[config.mk]
export PLATFORM = sky130hd
export DESIGN_NAME = packet_replicator
export DESIGN_NICKNAME = d
export VERILOG_FILES = /design/src/rtl/packet_replicator.sv
export SDC_FILE = /design/constraint.sdc
export NUM_CORES = 1
export LEC_CHECK = 0
export CORE_AREA = 3 3 522 524
export DETAILED_ROUTE_END_ITERATION = 7
export DIE_AREA = 0 0 525 527
export PLACE_DENSITY = 0.34
export SLEW_MARGIN = 10
export SYNTH_ARGS = -nofsm -noshare
export SYNTH_HDL_FRONTEND = slang
export SYNTH_SLANG_ARGS = --single-unit
[constraint.sdc]
create_clock -name axi_aclk -period 2.1 [get_ports axi_aclk]
set_input_delay 0.42 -clock axi_aclk [delete_from_list [all_inputs] [get_ports axi_aclk]]
set_output_delay 0.42 -clock axi_aclk [all_outputs]
set_load 0.01 [all_outputs]
[src/rtl/packet_replicator.sv]
// packet_replicator: copies each AXI-Stream packet to the enabled master ports,
// holding one beat until every selected port has taken it; counts packets per port.
module packet_replicator #(
    parameter int C_AXIS_DATA_WIDTH  = 256,
    parameter int C_AXIS_TUSER_WIDTH = 128,
    parameter int NUM_OUTPUTS        = 2,
    parameter int CNT_WIDTH          = 32
) (
    input  logic                                       axi_aclk,
    input  logic                                       axi_aresetn,
    input  logic [C_AXIS_DATA_WIDTH-1:0]               s_axis_tdata,
    input  logic [C_AXIS_DATA_WIDTH/8-1:0]             s_axis_tstrb,
    input  logic [C_AXIS_TUSER_WIDTH-1:0]              s_axis_tuser,
    input  logic                                       s_axis_tvalid,
    output logic                                       s_axis_tready,
    input  logic                                       s_axis_tlast,
    output logic [NUM_OUTPUTS*C_AXIS_DATA_WIDTH-1:0]   m_axis_tdata,
    output logic [NUM_OUTPUTS*C_AXIS_DATA_WIDTH/8-1:0] m_axis_tstrb,
    output logic [NUM_OUTPUTS*C_AXIS_TUSER_WIDTH-1:0]  m_axis_tuser,
    output logic [NUM_OUTPUTS-1:0]                     m_axis_tvalid,
    input  logic [NUM_OUTPUTS-1:0]                     m_axis_tready,
    output logic [NUM_OUTPUTS-1:0]                     m_axis_tlast,
    input  logic [NUM_OUTPUTS-1:0]                     out_enable,
    input  logic                                       clear_counters,
    output logic [NUM_OUTPUTS*CNT_WIDTH-1:0]           pkt_count
);
    localparam int DW = C_AXIS_DATA_WIDTH;
    localparam int SW = C_AXIS_DATA_WIDTH / 8;
    localparam int UW = C_AXIS_TUSER_WIDTH;
    localparam int N  = NUM_OUTPUTS;
    localparam int CW = CNT_WIDTH;

    typedef enum logic {SOP, IN_PKT} state_t;

    state_t          state_q, state_d;
    logic [N-1:0]    act_mask_q, act_mask_d;
    logic [N-1:0]    pend_q, pend_d;
    logic            hold_valid_q, hold_valid_d;
    logic [DW-1:0]   data_q, data_d;
    logic [SW-1:0]   strb_q, strb_d;
    logic [UW-1:0]   user_q, user_d;
    logic            last_q, last_d;
    logic [CW-1:0]   cnt_q [N];
    logic [CW-1:0]   cnt_d [N];
    logic [N-1:0]    mask;
    logic [N-1:0]    hs;
    logic [N-1:0]    pend_left;
    logic            accept;

    // Ready is combinational so a new beat loads in the cycle the last pending port drains.
    assign pend_left     = pend_q & ~hs;
    assign s_axis_tready = axi_aresetn & (~hold_valid_q | ((pend_q & ~m_axis_tready) == '0));
    assign accept        = s_axis_tvalid & s_axis_tready;
    assign m_axis_tvalid = {N{hold_valid_q}} & pend_q;
    assign hs            = m_axis_tvalid & m_axis_tready;
    assign m_axis_tdata  = {N{data_q}};
    assign m_axis_tstrb  = {N{strb_q}};
    assign m_axis_tuser  = {N{user_q}};
    assign m_axis_tlast  = {N{last_q}};

    always_ff @(posedge axi_aclk or negedge axi_aresetn) begin
        if (!axi_aresetn) begin
            state_q <= SOP;
        end else begin
            state_q <= state_d;
        end
    end

    always_comb begin
        state_d = accept ? (s_axis_tlast ? SOP : IN_PKT) : state_q;
    end

    // The mask is frozen at the first beat so mid-packet enable changes wait for the next packet.
    always_comb begin
        mask       = (state_q == SOP) ? out_enable : act_mask_q;
        act_mask_d = (accept && state_q == SOP) ? out_enable : act_mask_q;
    end

    always_comb begin
        pend_d       = accept ? mask : pend_left;
        hold_valid_d = accept ? |mask : (hold_valid_q & |pend_left);
        data_d       = accept ? s_axis_tdata : data_q;
        strb_d       = accept ? s_axis_tstrb : strb_q;
        user_d       = accept ? s_axis_tuser : user_q;
        last_d       = accept ? s_axis_tlast : last_q;
        for (int i = 0; i < N; i++) begin
            cnt_d[i] = clear_counters ? '0 : cnt_q[i] + CW'(hs[i] & last_q);
        end
    end

    always_ff @(posedge axi_aclk or negedge axi_aresetn) begin
        if (!axi_aresetn) begin
            act_mask_q   <= '0;
            pend_q       <= '0;
            hold_valid_q <= 1'b0;
            data_q       <= '0;
            strb_q       <= '0;
            user_q       <= '0;
            last_q       <= 1'b0;
            for (int i = 0; i < N; i++) cnt_q[i] <= '0;
        end else begin
            act_mask_q   <= act_mask_d;
            pend_q       <= pend_d;
            hold_valid_q <= hold_valid_d;
            data_q       <= data_d;
            strb_q       <= strb_d;
            user_q       <= user_d;
            last_q       <= last_d;
            for (int i = 0; i < N; i++) cnt_q[i] <= cnt_d[i];
        end
    end

    for (genvar g = 0; g < N; g++) begin : g_cnt
        assign pkt_count[g*CW +: CW] = cnt_q[g];
    end
endmodule

# Yosys cells after proc, flatten, opt, wreduce, memory -nomap -nowiden

Cells that the tools add are included.

Register bits after elaboration: 487
Input bits: 425
Word-level logic and storage cells: 36

Add/subtract/negate cells: 2
Multiplexer cells: 6
Bitwise operators: 14
Reductions and logical operators: 4

Operators with widths:

| operator                                 | number |
|---|---|
| 32-bit by 1-bit adder with 32-bit output | 2 |
| 32-bit two-way mux                       | 2 |
| 2-bit AND                                | 4 |
| 1-bit AND                                | 5 |
| 2-bit two-way mux                        | 2 |
| 2-bit inverter                           | 2 |
| 2-bit OR reduction                       | 2 |
| 2-bit logical NOT                        | 1 |
| 1-bit two-way mux                        | 2 |
| 1-bit inverter                           | 2 |
| 1-bit logical AND                        | 1 |
| 1-bit OR                                 | 1 |

# Depth between registers and ports, before layout

Gate-level depths: netlist of run 1.

Word-level depth: 7
Depth in mapped cells: 10
Depth with buffers taken out: 7

# Worst setup path after synthesis of run 1

OpenSTA, ideal clock, no wires.

Path type: reg2reg
Start: register hold_valid_q
End: register cnt_q, in the netlist pkt_count[30]
Setup time: 125 ps
Arrival: 2270 ps
Path slack: -295 ps
Cell stages (with the launch flop): 10
Buffers on the path: 2
Period minus slack after synthesis: 2395 ps
Path through: dfrtp_1 and2_1 and3_1 ha_1 and2_1 clkbuf_1 nand4_1 clkbuf_1 nor4_1 mux2_2

RTL lines:

| what                     | line | source |
|---|---|---|
| start: declaration       | 38   | `logic hold_valid_q, hold_valid_d;` |
| start signal: assignment | 104  | `hold_valid_q <= hold_valid_d;` |
| end: declaration         | 43   | `logic [CW-1:0] cnt_q [N];` |

==> results of run 1 <==
==> cell families after synthesis <==
group	count (synthesis)	synth area share [%]
buf+inv	499	15.6
flops	487	55.2
mux	427	21.8
simple gates	159	4.11
compound gates	79	2.16
xor+xnor	22	0.873
fa+ha+maj	4	0.227
==> path summary, 6_finish.rpt <==
path                                 from             to  slack [ns]  cells after the start
setup / recovery                pend_q[1]  pkt_count[56]       -0.18                      7
hold / removal             clear_counters  pkt_count[34]        0.25                      2
setup reg to reg                pend_q[1]  pkt_count[56]       -0.18                      7
hold reg to reg             act_mask_q[0]  act_mask_q[0]        0.50                      1
max in group asynchronous     axi_aresetn    data_q[191]        0.33                      4
min in group asynchronous     axi_aresetn      strb_q[5]        0.40                      3
==> power by group <==
group	internal (uW)	switching [uW]
Clock	7390	5170
Combinational	6770	6550
Sequential	11500	2570
==> flip-flops by register name, summed over array words and instances, names as in the netlist <==
| signal | flops |
|---|---|
| data_q | 256 |
| user_q | 128 |
| pkt_count | 64 |
| strb_q | 32 |
| act_mask_q | 2 |
| pend_q | 2 |
| hold_valid_q | 1 |
| last_q | 1 |
| state_q | 1 |
==> critical path, cell delays in order, from the launching register on <==
cell	delay [ns]
dfrtp_1	0.37
and2_4	0.15
and3_4	0.24
ha_4	0.16
nand2_4	0.06
or4_4	0.57
or4_1	0.50
a21oi_1	0.14
==> placed cells by master (no fill, tap or decap), drive strengths merged, types with 3 or more instances in the layout <==
master,instances
a21oi,36
and2,8
and3,5
and4,3
buf,195
bufinv,4
clkbuf,108
clkdlybuf4s15,65
clkdlybuf4s50,426
clkinv,13
dfrtp,487
diode,41
dlygate4sd2,816
ha,4
inv,17
mux2,423
mux2i,4
nand2,25
nand3,18
nand4,14
nor2,27
nor2b,7
nor4,6
o21ai,11
o31ai,24
or3,12
or4,31
xnor2,7
xor2,15
==> through the flow <==
stage	setup TNS [ns]	hold slack (ns)	util (%)	std cells	setup WS [ns]
floorplan	-1.66	0.124	-	1677	-0.147
global placement	-192.22	0.489	14.0	6184	-0.736
detailed placement	-193.86	0.493	14.0	6184	-0.712
CTS	-2.53	0.148	14.8	6374	-0.170
global route	-5.97	0.206	14.9	6386	-0.228
finish	-2.43	0.252	15.0	6420	-0.182
==> area by class of cell <==
| class | instances | area, um^2 | area share [%] |
|---|---|---|---|
| clock inverters | 20 | 320 | 0.799 |
| flip-flops and latches | 487 | 12300 | 30.8 |
| diodes | 41 | 103 | 0.256 |
| repair buffers | 1505 | 13900 | 34.7 |
| clock buffers | 106 | 2080 | 5.18 |
| inverters | 15 | 56.3 | 0.140 |
| multi-input cells | 694 | 6830 | 17.0 |
| well taps | 3552 | 4440 | 11.1 |
==> layer usage <==
layer	part of all wire, %	routed length [um]	vias to the layer above
met5	0.34	632	-
met4	3.7	6950	94
met3	12	22400	443
met2	45	83200	1252
met1	39	72300	9137
li1	-	-	7632
==> what timing repair did <==
item / in CTS / in global routing
resized for setup: 1164 / 56
hold endpoints to repair: 34 / 0
setup endpoints to repair: 925 / 103
gates cloned: 4 / 2
pin swaps: 8 / 10
setup buffers: 59 / 7
hold buffers: 1 / 0
==> key figures, run 1 <==
Global route
  – Vias in the first global route: between 15k and 20k
  – GR Overflow Total: 0
  – Routing usage on met2: 20.9%
  – Antenna violations before repair: 216
  – M3 GR Usage: 7.01%
  – GR peak layer: met2
  – Largest net degree at the start of global routing: 140
  – GR Layer Usage met1: 14.6%
  – Gr usage total: 13.0%
  – First-pass GRT wire length: 230000 um

Clock network
  – CTS Buffer Depth: 3
  – Htree depth: 3
  – Root buffer cell: clkbuf_16
  – Clk sinks: between 400 and 500
  – Clock-pin slew on the worst setup and hold paths: 0.05 ns
  – Clk Latency, worst-skew pair: 0.71 ns
  – TritonCTS clock tree: done
  – CTS buffer count: slightly above 70

Placed design
  – HPWL after DPL: ~160000 um
  – RePlAce Congestion: 0.862
  – Dpl cell area: ~37000 um^2
  – Buffers added on ports: 1325

Synth
  – Yosys top cell area share: 55.2%
  – Area contributors post-synth: dfrtp_1 (55%), mux2_2 (22%), buf_4 (14%)
  – Number of synthesized register bits: 487
  – Area leader, netlist: dfrtp_1
  – Count leader, synth: dfrtp_1
  – Avg Inst Size Synth: approximately 13 um^2
  – Syn Nets: roughly 2.1k
  – Synth cell types: 37
  – Asr flop ratio synth: 100%
  – Post-synth EDFFs: 0
  – Sequential share of the synthesized area: 55.2%
  – Most used DFF post-synth: dfrtp_1
  – Syn Inst Count: between 1.5k and 2k
  – Post-synth top cells: dfrtp_1 (487), mux2_2 (423), buf_4 (418), clkbuf_1 (59), a21oi_1 (36)
  – Post-Syn Area: 22100 um^2
  – Total number of yosys warnings: 0

Floorplan
  – Ports: 1326
  – Starting Density: ~8.2%
  – FP Rows: 190
  – Core area: about 270000 um^2
  – Die Y: 527 um
  – Die W: 525 um
  – Die area: 277000 um^2

Timing
  – Fin. max-slew vios: 0
  – Final Cycle Share: 109%
  – Minimum clock period: between 2 and 2.5 ns
  – Slack of the critical path: -0.182 ns
  – Final Hold Fails: 0
  – Max Freq: 438 MHz
  – Pin slew with the least headroom to its limit: ~1.0 ns
  – Slew margin rel.: 31.6%
  – Final Skew: 0.0378 ns
  – RSZ-0062 raised after global routing: true
  – Final setup viols: 26

Flow run
  – Maximum Capacitance Violations: 0

Detailed routing
  – Via count: 18.6k
  – DR iter-0 viols: 860
  – DR WL/cell: 28.9 um
  – Drt total wl: 185000 um
  – DR vias/cell: 2.89
  – Router iterations before antenna repair: 6
  – Antenna-violating nets left: 0
  – DRC violations left: 0

Layout
  – Area growth from synthesis to layout: 81.7%
  – Fillers: 30.1k
  – Share of layout cells above drive strength 1: 33.5%
  – Final instance area: about 40000 um^2
  – Nets@finish: around 3.2k

Setup path
  – CP startpoint kind: register
  – Crit-path max FO: 6
  – Crit path kind: register to register
  – Setup crit end kind: register
  – Worst EP required: 2.70 ns
  – Endpoint arrival time on the critical path: 2.88 ns

Power and ir drop
  – Power per cell area: about 1000 nW/um^2
  – P_leak: 0.0167 uW
  – Worst ir drop on vdd: roughly 0.47 mV
  – Total power draw: 40000 uW

Min path
  – Min-Delay Path Class: input pin to register

Run status
  – Status: finished with violations
  – Violated checks: negative setup slack
Power figures use the tool's default switching activity.
==> inputs of run 2 (changes only) <==
--- a/config.mk
+++ b/config.mk
@@ -5,6 +5,7 @@
 export SDC_FILE = /design/constraint.sdc
 export NUM_CORES = 1
 export LEC_CHECK = 0
+export CAP_MARGIN = 15
 export CORE_AREA = 3 3 522 524
 export DETAILED_ROUTE_END_ITERATION = 7
 export DIE_AREA = 0 0 525 527
==> results of run 2 <==
Final layout, timing and power as in run 1 (identical DEF).
==> inputs of run 3 (changes only) <==
--- a/config.mk
+++ b/config.mk
@@ -6,9 +6,9 @@
 export NUM_CORES = 1
 export LEC_CHECK = 0
 export CAP_MARGIN = 15
-export CORE_AREA = 3 3 522 524
+export CORE_AREA = 2 2 521 523
 export DETAILED_ROUTE_END_ITERATION = 7
-export DIE_AREA = 0 0 525 527
+export DIE_AREA = 0 0 523 525
 export PLACE_DENSITY = 0.34
 export SLEW_MARGIN = 10
 export SYNTH_ARGS = -nofsm -noshare
==> run 3 against run 2 <==
The flow still finishes with violations (negative setup slack). Count of clock-buffer cells in the layout shrank 10. Critical path type unchanged. Worst hold slack better by 0.044 ns. Largest cell class unchanged. Flip-flop and latch count is the same. First-iteration DRC count down 9.9%. Routed wire length decreased by 2.6%. Combinational power is 9% higher. Clock power down 6%. Final area is 4.9% higher.
==> key figures, run 3 (same netlist as run 1, synthesis figures left out) <==
Layout
  – Commonest non-fill, non-tap cells in the layout: dlygate4sd2_1 (811), clkdlybuf4s50_1 (471), mux2_2 (414), dfrtp_1 (362), buf_4 (186)
  – Fillers: 30.1k (-0.26%)
  – Largest register by flop count: data_q
  – Share of layout cells above drive strength 1: 35.9% (+2.4 points)
  – Largest register FFs: 256 (unchanged)
  – Final core occ: 15.6% (+0.64 points)
  – Register area: 12300 um^2 (unchanged)
  – Final instance area: 42000 um^2 (+4.9%)
  – Area growth from synthesis to layout: 90.5%
  – Commonest non-fill, non-tap cell in the layout: dlygate4sd2_1
  – Multi-input gate area: 6930 um^2 (+1.3%)
  – Nets@finish: 3321 (+3.7%)

Floorplan
  – FP Rows: 191 (+0.53%)
  – Die Y: 525 um (-0.38%)
  – Starting Density: 8.19% (-0.043 points)
  – Ports: 1326 (unchanged)
  – Core area: 269000 um^2 (+0.53%)
  – Die W: 523 um (-0.38%)
  – Die area: 275000 um^2 (-0.76%)

Timing
  – Slack of the critical path: -0.125 ns (+0.0569 ns)
  – Final Cycle Share: 106% (-2.7 points)
  – Pin slew with the least headroom to its limit: 0.718 ns (-0.308 ns)
  – Minimum clock period: 2.22 ns (-0.0569 ns)
  – Max Freq: 449 MHz (+2.6%)
  – RSZ-0062 raised after global routing: true
  – Slew margin rel.: 52.1% (+21 points)
  – Final Skew: 0.0308 ns (-0.00702 ns)
  – Fin. max-slew vios: 0 (unchanged)
  – Setup tns final: -8.35 ns (-5.92 ns)
  – Final setup viols: 140 (+440%)
  – Final Hold Fails: 0 (unchanged)

Detailed routing
  – DR vias/cell: 2.89 (-0.17%)
  – DRC violations left: 0 (unchanged)
  – Antenna-violating nets left: 0 (unchanged)
  – DR WL/cell: 27.6 um (-4.5%)
  – Via count: 18.9k (+1.8%)
  – DR iter-0 viols: 775 (-9.9%)
  – Drt total wl: 181000 um (-2.6%)
  – Router iterations before antenna repair: 5 (-1)

Power and ir drop
  – Switching portion of total power: 35.9% (+0.21 points)
  – Clock group share of total power: 29.4% (-2.0 points)
  – Sw Pwr: 14500 uW (+1.6%)
  – P_leak: 0.0178 uW (+6.5%)
  – Worst ir drop on vdd: 0.506 mV (+7.1%)
  – Int Power: 25900 uW (+0.70%)
  – Combinational Power Share: 35.8% (+2.5 points)
  – Sequential fraction of design power: 34.8% (-0.5 points)
  – Power per cell area: 961 nW/um^2 (-3.6%)

Global route
  – First-pass GRT wire length: 217000 um (-5.4%)
  – Gr usage total: 12.4% (-0.60 points)
  – Antenna violations before repair: 178 (-18%)
  – Vias in the first global route: 18.8k (-0.042%)
  – Largest net degree at the start of global routing: 112 (-20%)
  – GR Overflow Total: 0 (unchanged)

Placed design
  – Setup WS pre-CTS: -0.651 ns (+0.0610 ns)
  – Dpl cell area: 37700 um^2 (+0.59%)
  – RePlAce Congestion: 0.864 (+0.17%)
  – HPWL after DPL: 143000 um (-8.7%)
  – Buffers added on ports: 1325 (unchanged)

Setup path
  – Endpoint arrival time on the critical path: 2.81 ns (-0.07 ns)
  – Worst EP required: 2.68 ns (-0.02 ns)
  – CP startpoint kind: register
  – Crit-path max FO: 6 (unchanged)
  – Crit path kind: register to register
  – Top delay family on crit path: simple AND/OR/NAND/NOR gates
  – Worst path max stage delay: 0.57 ns (about the same)
  – R2R Path Start: hold_valid_q
  – Crit path buffers/inverters: 0 (unchanged)
  – Worst path cell trace: and2_4, and3_4, ha_4, nand2_4, or4_4, or4_1, a21oi_1
  – Crit-path slowest cell: or4_4
  – Setup crit end kind: register
  – Critical path origin: hold_valid_q

Clock network
  – Htree depth: 3 (unchanged)
  – TritonCTS clock tree: done
  – Clk Latency, worst-skew pair: 0.69 ns (-0.02 ns)
  – Clk sinks: 487 (unchanged)
  – Clock-pin slew on the worst setup and hold paths: 0.05 ns (about the same)
  – CTS buffer count: 71 (unchanged)
  – CTS Buffer Depth: 3 (unchanged)
  – Root buffer cell: clkbuf_16

Run status
  – Violated checks: negative setup slack
  – Status: finished with violations

Min path
  – Hold Crit Start: clear_counters
  – Min-Delay Path Class: input pin to register

Flow run
  – Maximum Capacitance Violations: 0 (unchanged)
run 3: cell count changes in the layout (fill, tap and decap cells not counted), sizes merged, moves of 2 or more:
cell           change
dlymetal6s2s      +12
dlygate4sd2        -5
bufinv             -2
buf               +88
clkbuf            +16
clkinvlp           +2
clkdlybuf4s15     -47
inv                +2
clkdlybuf4s50     +45
run 3: final cells by class:
type                            count  share of cell area, %
Antenna cell                       40                  0.238
Clock buffer                       96                   4.59
Clock inverter                     23                  0.649
Inverter                           15                  0.134
Multi-Input combinational cell    693                   16.5
Sequential cell                   487                   29.4
Tap cell                         3570                   10.6
Timing Repair Buffer             1624                   37.9
run 3: per-layer routing:
layer	up-vias	track usage, %	wire length (um)
met3	403	6.60	20300
met4	96	3.40	5730
met2	1176	20.9	85500
met1	9332	13.3	68500
met5	-	0	670
li1	7889	-	-
run 3: through the flow:
| stage | hold WS (ns) | total power, uW | cells |
|---|---|---|---|
| final | 0.296 | 40400 | 6548 |
| after CTS | 0.195 | 41000 | 6451 |
| after global placement | 0.459 | 30000 | 6214 |
| after detailed placement | 0.454 | 29800 | 6214 |
| after floorplan | 0.124 | 20000 | 1677 |
| after global routing | 0.253 | 42500 | 6515 |
run 3: power by group through the flow:
| stage | Clock [uW] | Combinational [uW] | Sequential, uW |
|---|---|---|---|
| 6_report | 11900 | 14500 | 14000 |
| 5_1_grt | 12900 | 15300 | 14300 |
| 4_1_cts | 12600 | 14100 | 14300 |
| 3_5_place_dp | 0 | 15200 | 14600 |
| 3_3_place_gp | 0 | 15400 | 14600 |
| 2_1_floorplan | 0 | 6170 | 13800 |
run 3: what timing repair did:
item | in CTS | in global routing
endpoints found under the setup margin | 925 | 478
hold buffers | 1 | 0
resized for setup | 1068 | 147
cloned | 16 | 35
pin swaps | 23 | 23
endpoints found under the hold margin | 87 | 0
buffers inserted | 101 | 33
run 3: worst reg2reg max path, delay by kind of cell, from the launching register on:
kind | cells | cell delay (ns)
adder cells (fa/ha/maj) | 1 | 0.14
flip-flops | 1 | 0.36
AND/OR/NAND/NOR | 5 | 1.51
AO/OA/AOI/OAI | 1 | 0.15
run 3: path summary, 6_finish.rpt:
path / end / slack, ns / cells past startpoint
worst min register to register: act_mask_q[0] / 0.51 / 1
worst min-delay path: pkt_count[15] / 0.30 / 2
worst max-delay path: pkt_count[56] / -0.12 / 7
min in group asynchronous: act_mask_q[0] / 0.39 / 3
worst max register to register: pkt_count[56] / -0.12 / 7
max in group asynchronous: user_q[43] / 0.45 / 5
